--- src/rtl/vector_processor_defs.sv ---
// Shared definitions for the vector instruction intake path: opcode
// constants, the configuration func3 code, the issue FSM state type and
// small decode helpers used by the queue.
package vector_processor_defs;

  localparam logic [6:0] V_ARITH = 7'h57;
  localparam logic [6:0] V_LOAD  = 7'h07;
  localparam logic [6:0] V_STORE = 7'h27;
  localparam logic [2:0] CONF    = 3'b111;

  typedef enum logic [1:0] {
    IDLE      = 2'd0,
    ISSUE     = 2'd1,
    WAIT_DONE = 2'd2
  } issue_state_e;

  // True for any opcode the vector unit executes.
  function automatic logic is_vec_opcode(input logic [6:0] opcode);
    logic hit;
    case (opcode)
      V_ARITH: hit = 1'b1;
      V_LOAD:  hit = 1'b1;
      V_STORE: hit = 1'b1;
      default: hit = 1'b0;
    endcase
    return hit;
  endfunction

  // vset* instructions live in the arithmetic opcode space with func3=111.
  function automatic logic is_config(input logic [6:0] opcode, input logic [2:0] func3);
    return (opcode == V_ARITH) && (func3 == CONF);
  endfunction

endpackage

--- src/rtl/vec_inst_fifo.sv ---
// Synchronous FIFO holding {inst, rs1, rs2} entries for the vector
// instruction queue. Push/pop are ignored when full/empty respectively;
// flush empties the FIFO in one cycle.
module vec_inst_fifo
  import vector_processor_defs::*;
#(
  parameter int WIDTH = 96,
  parameter int DEPTH = 4
) (
  input  logic                       clk,
  input  logic                       reset,
  input  logic                       flush,
  input  logic                       push,
  input  logic [WIDTH-1:0]           din,
  input  logic                       pop,
  output logic [WIDTH-1:0]           dout,
  output logic                       full,
  output logic                       empty,
  output logic [$clog2(DEPTH):0]     count
);

  localparam int PW = $clog2(DEPTH);
  localparam int CW = PW + 1;
  localparam logic [CW-1:0] DEPTH_C = CW'(DEPTH);

  logic [WIDTH-1:0] mem_r [DEPTH];
  logic [PW-1:0]    wr_ptr_r;
  logic [PW-1:0]    rd_ptr_r;
  logic [CW-1:0]    count_r;
  logic             push_ok_s;
  logic             pop_ok_s;

  assign full      = (count_r == DEPTH_C);
  assign empty     = (count_r == {CW{1'b0}});
  assign push_ok_s = push && !full;
  assign pop_ok_s  = pop && !empty;
  assign dout      = mem_r[rd_ptr_r];
  assign count     = count_r;

  // Entry storage: a write lands at the clock edge, readable the cycle after.
  always_ff @(posedge clk) begin
    if (reset) begin
      for (int i = 0; i < DEPTH; i++) begin
        mem_r[i] <= {WIDTH{1'b0}};
      end
    end else if (push_ok_s && !flush) begin
      mem_r[wr_ptr_r] <= din;
    end
  end

  // Pointers wrap naturally (power-of-two depth); count tracks occupancy.
  always_ff @(posedge clk) begin
    if (reset || flush) begin
      wr_ptr_r <= {PW{1'b0}};
      rd_ptr_r <= {PW{1'b0}};
      count_r  <= {CW{1'b0}};
    end else begin
      if (push_ok_s) begin
        wr_ptr_r <= wr_ptr_r + PW'(1);
      end
      if (pop_ok_s) begin
        rd_ptr_r <= rd_ptr_r + PW'(1);
      end
      case ({push_ok_s, pop_ok_s})
        2'b10:   count_r <= count_r + CW'(1);
        2'b01:   count_r <= count_r - CW'(1);
        default: count_r <= count_r;
      endcase
    end
  end

endmodule

--- src/rtl/vector_inst_queue.sv ---
// Vector instruction intake: filters non-vector opcodes, buffers accepted
// instructions with their scalar operands, and issues them one at a time
// to the controller. Configuration instructions retire without waiting
// for vec_done; everything else is held until the datapath completes.
module vector_inst_queue
  import vector_processor_defs::*;
#(
  parameter int XLEN  = 32,
  parameter int DEPTH = 4
) (
  input  logic                       clk,
  input  logic                       reset,
  input  logic                       inst_valid,
  input  logic [XLEN-1:0]            vec_inst,
  input  logic [XLEN-1:0]            rs1_data,
  input  logic [XLEN-1:0]            rs2_data,
  output logic                       inst_ready,
  output logic                       illegal_inst,
  output logic                       issue_valid,
  output logic [XLEN-1:0]            issue_inst,
  output logic [XLEN-1:0]            issue_rs1,
  output logic [XLEN-1:0]            issue_rs2,
  input  logic                       vec_done,
  input  logic                       flush,
  output logic                       busy,
  output logic [$clog2(DEPTH):0]     count
);

  localparam int EW = 3 * XLEN;
  localparam int CW = $clog2(DEPTH) + 1;

  issue_state_e     state_r;
  issue_state_e     state_s;
  logic             full_s;
  logic             empty_s;
  logic [CW-1:0]    count_s;
  logic [EW-1:0]    head_s;
  logic             opcode_ok_s;
  logic             push_s;
  logic             pop_s;
  logic             capture_s;
  logic             head_is_conf_s;
  logic             issue_valid_r;
  logic             illegal_inst_r;
  logic [XLEN-1:0]  issue_inst_r;
  logic [XLEN-1:0]  issue_rs1_r;
  logic [XLEN-1:0]  issue_rs2_r;

  // Ready depends only on registered occupancy, never on this cycle's pop.
  assign inst_ready     = !full_s;
  assign opcode_ok_s    = is_vec_opcode(vec_inst[6:0]);
  assign push_s         = inst_valid && inst_ready && opcode_ok_s && !flush;
  assign head_is_conf_s = is_config(issue_inst_r[6:0], issue_inst_r[14:12]);

  vec_inst_fifo #(
    .WIDTH (EW),
    .DEPTH (DEPTH)
  ) u_fifo (
    .clk   (clk),
    .reset (reset),
    .flush (flush),
    .push  (push_s),
    .din   ({vec_inst, rs1_data, rs2_data}),
    .pop   (pop_s),
    .dout  (head_s),
    .full  (full_s),
    .empty (empty_s),
    .count (count_s)
  );

  // Issue FSM next-state logic; pop only retires an instruction already issued.
  always_comb begin
    state_s   = state_r;
    pop_s     = 1'b0;
    capture_s = 1'b0;
    if (flush) begin
      state_s = IDLE;
    end else begin
      case (state_r)
        IDLE: begin
          if (!empty_s) begin
            capture_s = 1'b1;
            state_s   = ISSUE;
          end else begin
            state_s = IDLE;
          end
        end
        ISSUE: begin
          if (head_is_conf_s) begin
            pop_s   = 1'b1;
            state_s = IDLE;
          end else begin
            state_s = WAIT_DONE;
          end
        end
        WAIT_DONE: begin
          if (vec_done) begin
            pop_s   = 1'b1;
            state_s = IDLE;
          end else begin
            state_s = WAIT_DONE;
          end
        end
        default: begin
          state_s = IDLE;
        end
      endcase
    end
  end

  // Issue FSM state register.
  always_ff @(posedge clk) begin
    if (reset) begin
      state_r <= IDLE;
    end else begin
      state_r <= state_s;
    end
  end

  // Issue registers: head captured on leaving IDLE, held until next issue.
  always_ff @(posedge clk) begin
    if (reset) begin
      issue_valid_r <= 1'b0;
      issue_inst_r  <= {XLEN{1'b0}};
      issue_rs1_r   <= {XLEN{1'b0}};
      issue_rs2_r   <= {XLEN{1'b0}};
    end else begin
      issue_valid_r <= capture_s;
      if (capture_s) begin
        issue_inst_r <= head_s[EW-1 -: XLEN];
        issue_rs1_r  <= head_s[2*XLEN-1 -: XLEN];
        issue_rs2_r  <= head_s[XLEN-1:0];
      end
    end
  end

  // One-cycle illegal pulse for an offered non-vector opcode.
  always_ff @(posedge clk) begin
    if (reset) begin
      illegal_inst_r <= 1'b0;
    end else begin
      illegal_inst_r <= inst_valid && inst_ready && !opcode_ok_s && !flush;
    end
  end

  assign issue_valid  = issue_valid_r;
  assign illegal_inst = illegal_inst_r;
  assign issue_inst   = issue_inst_r;
  assign issue_rs1    = issue_rs1_r;
  assign issue_rs2    = issue_rs2_r;
  assign count        = count_s;
  assign busy         = (count_s != {CW{1'b0}}) || (state_r != IDLE);

endmodule

--- config.mk ---
export PLATFORM = sky130hd
export DESIGN_NAME = vector_inst_queue
export DESIGN_NICKNAME = d
export VERILOG_FILES = /design/src/rtl/vector_processor_defs.sv /design/src/rtl/vec_inst_fifo.sv /design/src/rtl/vector_inst_queue.sv
export SDC_FILE = /design/constraint.sdc
export NUM_CORES = 1
export LEC_CHECK = 0
export BUFFER_PORTS_ARGS = -buffer_cell sky130_fd_sc_hd__clkbuf_2
export CORE_MARGIN = 2
export CORE_UTILIZATION = 25
export DETAILED_ROUTE_END_ITERATION = 7
export GPL_ROUTABILITY_DRIVEN = 0
export PLACE_DENSITY = 0.39
export REMOVE_ABC_BUFFERS = 1
export SYNTH_ARGS = -nofsm -noshare
export SYNTH_HDL_FRONTEND = slang
export SYNTH_SLANG_ARGS = --single-unit
--- constraint.sdc ---
create_clock -name clk -period 4.4 [get_ports clk]
set_clock_uncertainty 0.1 [all_clocks]
set_input_delay 0.22 -clock clk [delete_from_list [all_inputs] [get_ports clk]]
set_output_delay 0.22 -clock clk [all_outputs]
set_load 0.03 [all_outputs]
### After elaboration in Yosys (flattened, before gate mapping)

Memories as Yosys holds them, arrays and structs flattened. A register that Yosys moved wholly into a read port is not among the register bits.
Cells that the tools add are included.

* flip-flop bits (word level): 11
* bits in writable memories: 384
* input bits: 101
* output and inout port bits: 103
* word-level logic and storage cells: 65
* memories kept: 1

* add/subtract/negate cells: 4
* equality and inequality tests: 10
* muxes and demuxes: 21
* reduce and logical (&&, ||, !) cells: 23

Memories
* u_fifo.mem_r: depth 4, width 96, read ports 1, clocked after memory_dff 1, wr ports 4, line vec_inst_fifo.sv:26 `logic [WIDTH-1:0] mem_r [DEPTH];`

Operator list (number)
* 96-bit 2-to-1 mux: 1
* 96-bit OR reduction: 1
* 7-bit equality test, second input constant: 2
* 1-bit 2-to-1 mux: 14
* 1-bit logical AND: 9
* 7-bit by 3-bit equality test with 1-bit output, second input constant: 1
* 7-bit by 6-bit equality test with 1-bit output, second input constant: 1
* 3-bit equality test, second input constant: 2
* 2-bit 2-to-1 mux: 3
* 2-bit case mux with 3 select lines: 1
* 3-bit case mux with 2 select lines: 1
* 2-bit by 1-bit adder with 2-bit output, second input constant: 2
* 2-bit by 1-bit equality test with 1-bit output, second input constant: 2
* 2-bit equality test, second input constant: 2
* 1-bit logical NOT: 4
* 2-bit nonzero test: 2
* 3-bit by 1-bit adder with 3-bit output, second input constant: 1
* 3-bit logical NOT: 1
* 3-bit nonzero test: 1
* 3-bit OR reduction: 1
* 3-bit by 1-bit subtractor with 3-bit output, second input constant: 1
* 2-bit logical NOT: 1
* 1-bit logical OR: 2
* 1-bit case mux with 2 select lines: 1
* 2-bit OR reduction: 1

### Depth between registers and ports, before layout

* depth in word-level cells: 12
* depth in mapped cells: 11
* gate-level depth less buffers: 11

### By module

Synthesis repeated with hierarchy kept, for this count alone.

* cell total of the unflattened synthesis: 1433
* area total of the unflattened synthesis: 20549.7 sq um

Modules (own cells, without submodules)
* vec_inst_fifo: instances 1, cells an instance 982, area an instance 16927.5 sq um, sequential area each 11711.2 sq um
* vector_inst_queue: instances 1, cells an instance 451, area an instance 3622.2 sq um, sequential area each 2001.9 sq um

### Worst setup path after synthesis

No wires, ideal clock.

* path kind: register -> register
* start: register u_fifo.count_r[0], in the netlist u_fifo.count[0]
* end: memory u_fifo.mem_r[1][0], enable pin
* library setup time: 471 ps
* arrival time: 3448 ps
* data required time: 3829 ps
* setup slack: 381 ps
* cell stages (with the launch flop): 5
* path buffers: 0
* period minus slack after synthesis: 4019 ps
* cell sequence: dfxtp_1 > or3b_4 > o2111a_1 > nand3_1 > nand2b_1

RTL lines
* from (decl): line vec_inst_fifo.sv:29 `logic [CW-1:0] count_r;`
* from (signal assigned): line vec_inst_fifo.sv:56 `count_r <= {CW{1'b0}};`
* from (signal assigned): line vec_inst_fifo.sv:65 `2'b10: count_r <= count_r + CW'(1);`
* from (signal assigned): line vec_inst_fifo.sv:66 `2'b01: count_r <= count_r - CW'(1);`
* to (decl): line vec_inst_fifo.sv:26

==> results.md <==
- Status: finished clean
- Reg2reg path depth: 6
- Mapped Cells: 1425
- Post-DP Area: 22650 um2
- Routed Antenna Nets: 0
- Final core occ: 0.3160
- Die W: 290.2 um
- Crit path max fanout: 50
- Placement Rows: 104
- NumNets Final: 1820
- Worst hold start: inst_valid
- Max clock buf depth: 3
- Required @ worst endpoint: 4.77 ns
- Post-synthesis compound-gate area fraction: 0.02921
- Filler cells: 8047
- Hold WC Path Type: in2reg
- Die Area: 84210 um2
- Total gr overflow: 0
- FF-to-FF setup slack: 1.71 ns
- # IOs: 204
- WL/cell: 20.52 um
- Actual slew at the worst max-slew pin: 0.9803 ns
- Final worst path period need: 2.774 ns
- Share of cells above drive strength 1: 0.2463
- Mux cell area share after synthesis: 0.1056
- Most frequently used flop master after synthesis: edfxtp_1
- CTS sink cnt: 491
- Synth Warn #: 0
- Simple-Gate Fraction of Synth Area: 0.1639
- Netlist cell types: 40
- Cell breakdown of the critical path: dlygate4sd3_1 > clkbuf_2 > and3b_1 > o21ai_4 > nor4_4 > buf_4 > buf_4 > and2_1
- Dpl cells: 2618
- Worst R2R Start: u_fifo.count[2]
- Most frequent cells in the layout: edfxtp_1 (384), and2_1 (370), clkbuf_2 (202)
- Worst Hold Path Cells: 4
- Vias: 12132
- Synth Area in Adders: 0.004033
- Multi-input gate area: 6274 um2
- Post-synthesis sequential area ratio: 0.6678
- Core area: 80810 um2
- Area contributors post-synth: edfxtp_1 (56%), and2_1 (11%), mux4_2 (11%)
- Asr flop ratio synth: 0
- CTS Root Cell: clkbuf_16
- Final setup fails: 0
- Wirelength, routed: 57940 um
- Peak VDD IR: 0.0002763 V
- Max Cap Viol: 0
- # H-tree levels: 2
- Pin count of the biggest net entering global routing: 97
- Post-route design area: 25530 um2
- CTS buffer count: 58
- Post-CTS setup buffers: 0
- Total GRT Usage: 0.1378
- Synth top area share: 0.5632
- Vias per cell: 4.296
- PwrDens: 402.9 nW/um2
- Detailed Place HPWL: 30690 um
- Relative slew slack: 0.3465
- Clock-pin slew on the worst setup and hold paths: 0.06 ns
- Post-Synth XOR/XNOR Area: 0.0008555
- Drt initial violations: 682
- DR DRC count: 0
- EDFF count, synth: 384
- First-pass GRT wire length: 86970 um
- Setup TNS: 0 ns
- Port buffer count: 203
- Leak pwr: 9.334 nW
- Critical path's slowest cell: buf_4
- Max incr delay on CP: 0.64 ns
- Cell mode on critical path: buf_4
- Vias in the first global route: 13015
- Area delta synth->final: 24.69%
- Cell family with most CP delay: buffers and inverters
- Avg Cell Area, Syn: 14.37 um2
- CTS tree: done
- Yosys top cell by area: edfxtp_1
- Startpoint types: input pin
- Worst Setup Slack post-DPL: 1.455 ns
- Most common cell after layout, fill and taps aside: edfxtp_1
- Slew Limit Fails: 0
- # resized after CTS: 0
- Worst setup EP type: flip-flop
- FF+latch count, synth: 491
- Initial core utilization: 0.2534
- Worst path bufs/invs: 4
- Post-Layout Cell Count: 2824
- Die height: 290.2 um
- RSZ-0062 raised after global routing: no
- Setup CP Type: in2reg
- Total design power: 10.29 mW
- Final setup margin: 1.626 ns
- Insertion delay to the later sink of the worst-skew pair: 0.60 ns
- Largest family of logic cells by synthesized area: simple AND/OR/NAND/NOR gates
- Worst r2r dst: u_fifo.mem_r[0][10]
- # hold bufs at CTS: 95
- Fmax: 0.3605 GHz
- CP arrival: 3.14 ns
- Worst hold margin: 0.1385 ns
- Period utilisation layout: 0.6304
- DRT Pass-1 Iters: 4
- Synth Cell Area: 20480 um2
- FF/Latch Area: 13680 um2
- Initial antenna violation count: 5
- Final hold vios: 0
- Hold EP: illegal_inst
==> worst max path at each step <==
stage	depth (start not counted)	start	slack (ns)	endpoint
finish	8	vec_inst[6]	1.63	u_fifo.mem_r[0][10]
CTS	8	vec_inst[6]	1.52	u_fifo.mem_r[0][25]
global placement	7	vec_inst[6]	1.53	u_fifo.mem_r[0][82]
detailed placement	7	vec_inst[6]	1.45	u_fifo.mem_r[0][23]
global route	8	vec_inst[6]	1.43	u_fifo.mem_r[0][83]
floorplan	3	u_fifo.rd_ptr_r[0]	-0.68	issue_inst[0]
==> synth_stat cells (2+ instances only) <==
cell type,instances
nand2_1,196
or2_2,2
a31o_2,2
o21ai_0,3
dfxtp_1,107
or3_1,3
xor2_1,2
edfxtp_1,384
a21oi_1,103
nor2_1,8
ha_1,5
inv_1,11
nor4_1,6
nor2b_1,3
buf_2,36
nor3_1,3
clkbuf_1,37
and4b_1,3
and2_1,371
buf_6,9
nor4_4,3
mux4_2,96
buf_4,15
==> sequential cells by signal (all words and copies together) (netlist names) <==
name             count
u_fifo.rd_ptr_r      2
u_fifo.wr_ptr_r      2
issue_rs1           32
issue_inst          32
issue_valid          1
u_fifo.mem_r       384
issue_rs2           32
state_r              2
u_fifo.count         3
illegal_inst         1
==> logic make-up (layout without fill, tap and decap cells) <==
logic type                 after synthesis  after routing
muxes                                   96             96
adders and majority gates                6              6
other                                    1              6
AOI/OAI and AO/OA                      113            113
buffers and inverters                  110            444
DFF                                    491            491
xor gates and xnor gates                 2              2
and+or+nand+nor                        606            606
==> final cells by class <==
class / instances / share of cell area
clock inverters: 32 / 0.009409
inverters: 11 / 0.001617
well taps: 1060 / 0.05195
clock buffers: 77 / 0.06611
flip-flops and latches: 491 / 0.5358
multi-input cells: 827 / 0.2457
diodes: 2 / 0.0001960
repair buffers: 324 / 0.08919
==> tightest hold or removal path: stages <==
cell and delay [ns]:
clkbuf_2 0.08, nor2b_1 0.16, nand3b_4 0.21, nor2b_1 0.10
==> power breakdown <==
part,internal (mW),total [mW],switching [mW],leakage (nW)
registers,5.09,5.12,0.0280,4.89
clock network,2.86,4.83,1.97,0.963
logic,0.140,0.339,0.199,3.48
==> per-layer routing <==
metal | track usage | share of wire
met1 | 0.1842 | 0.46
met2 | 0.2313 | 0.49
met3 | 0.02394 | 0.036
met4 | 0.03468 | 0.020
met5 | 0 | 0.00060
Note: power is estimated with default switching activity, not from simulation.
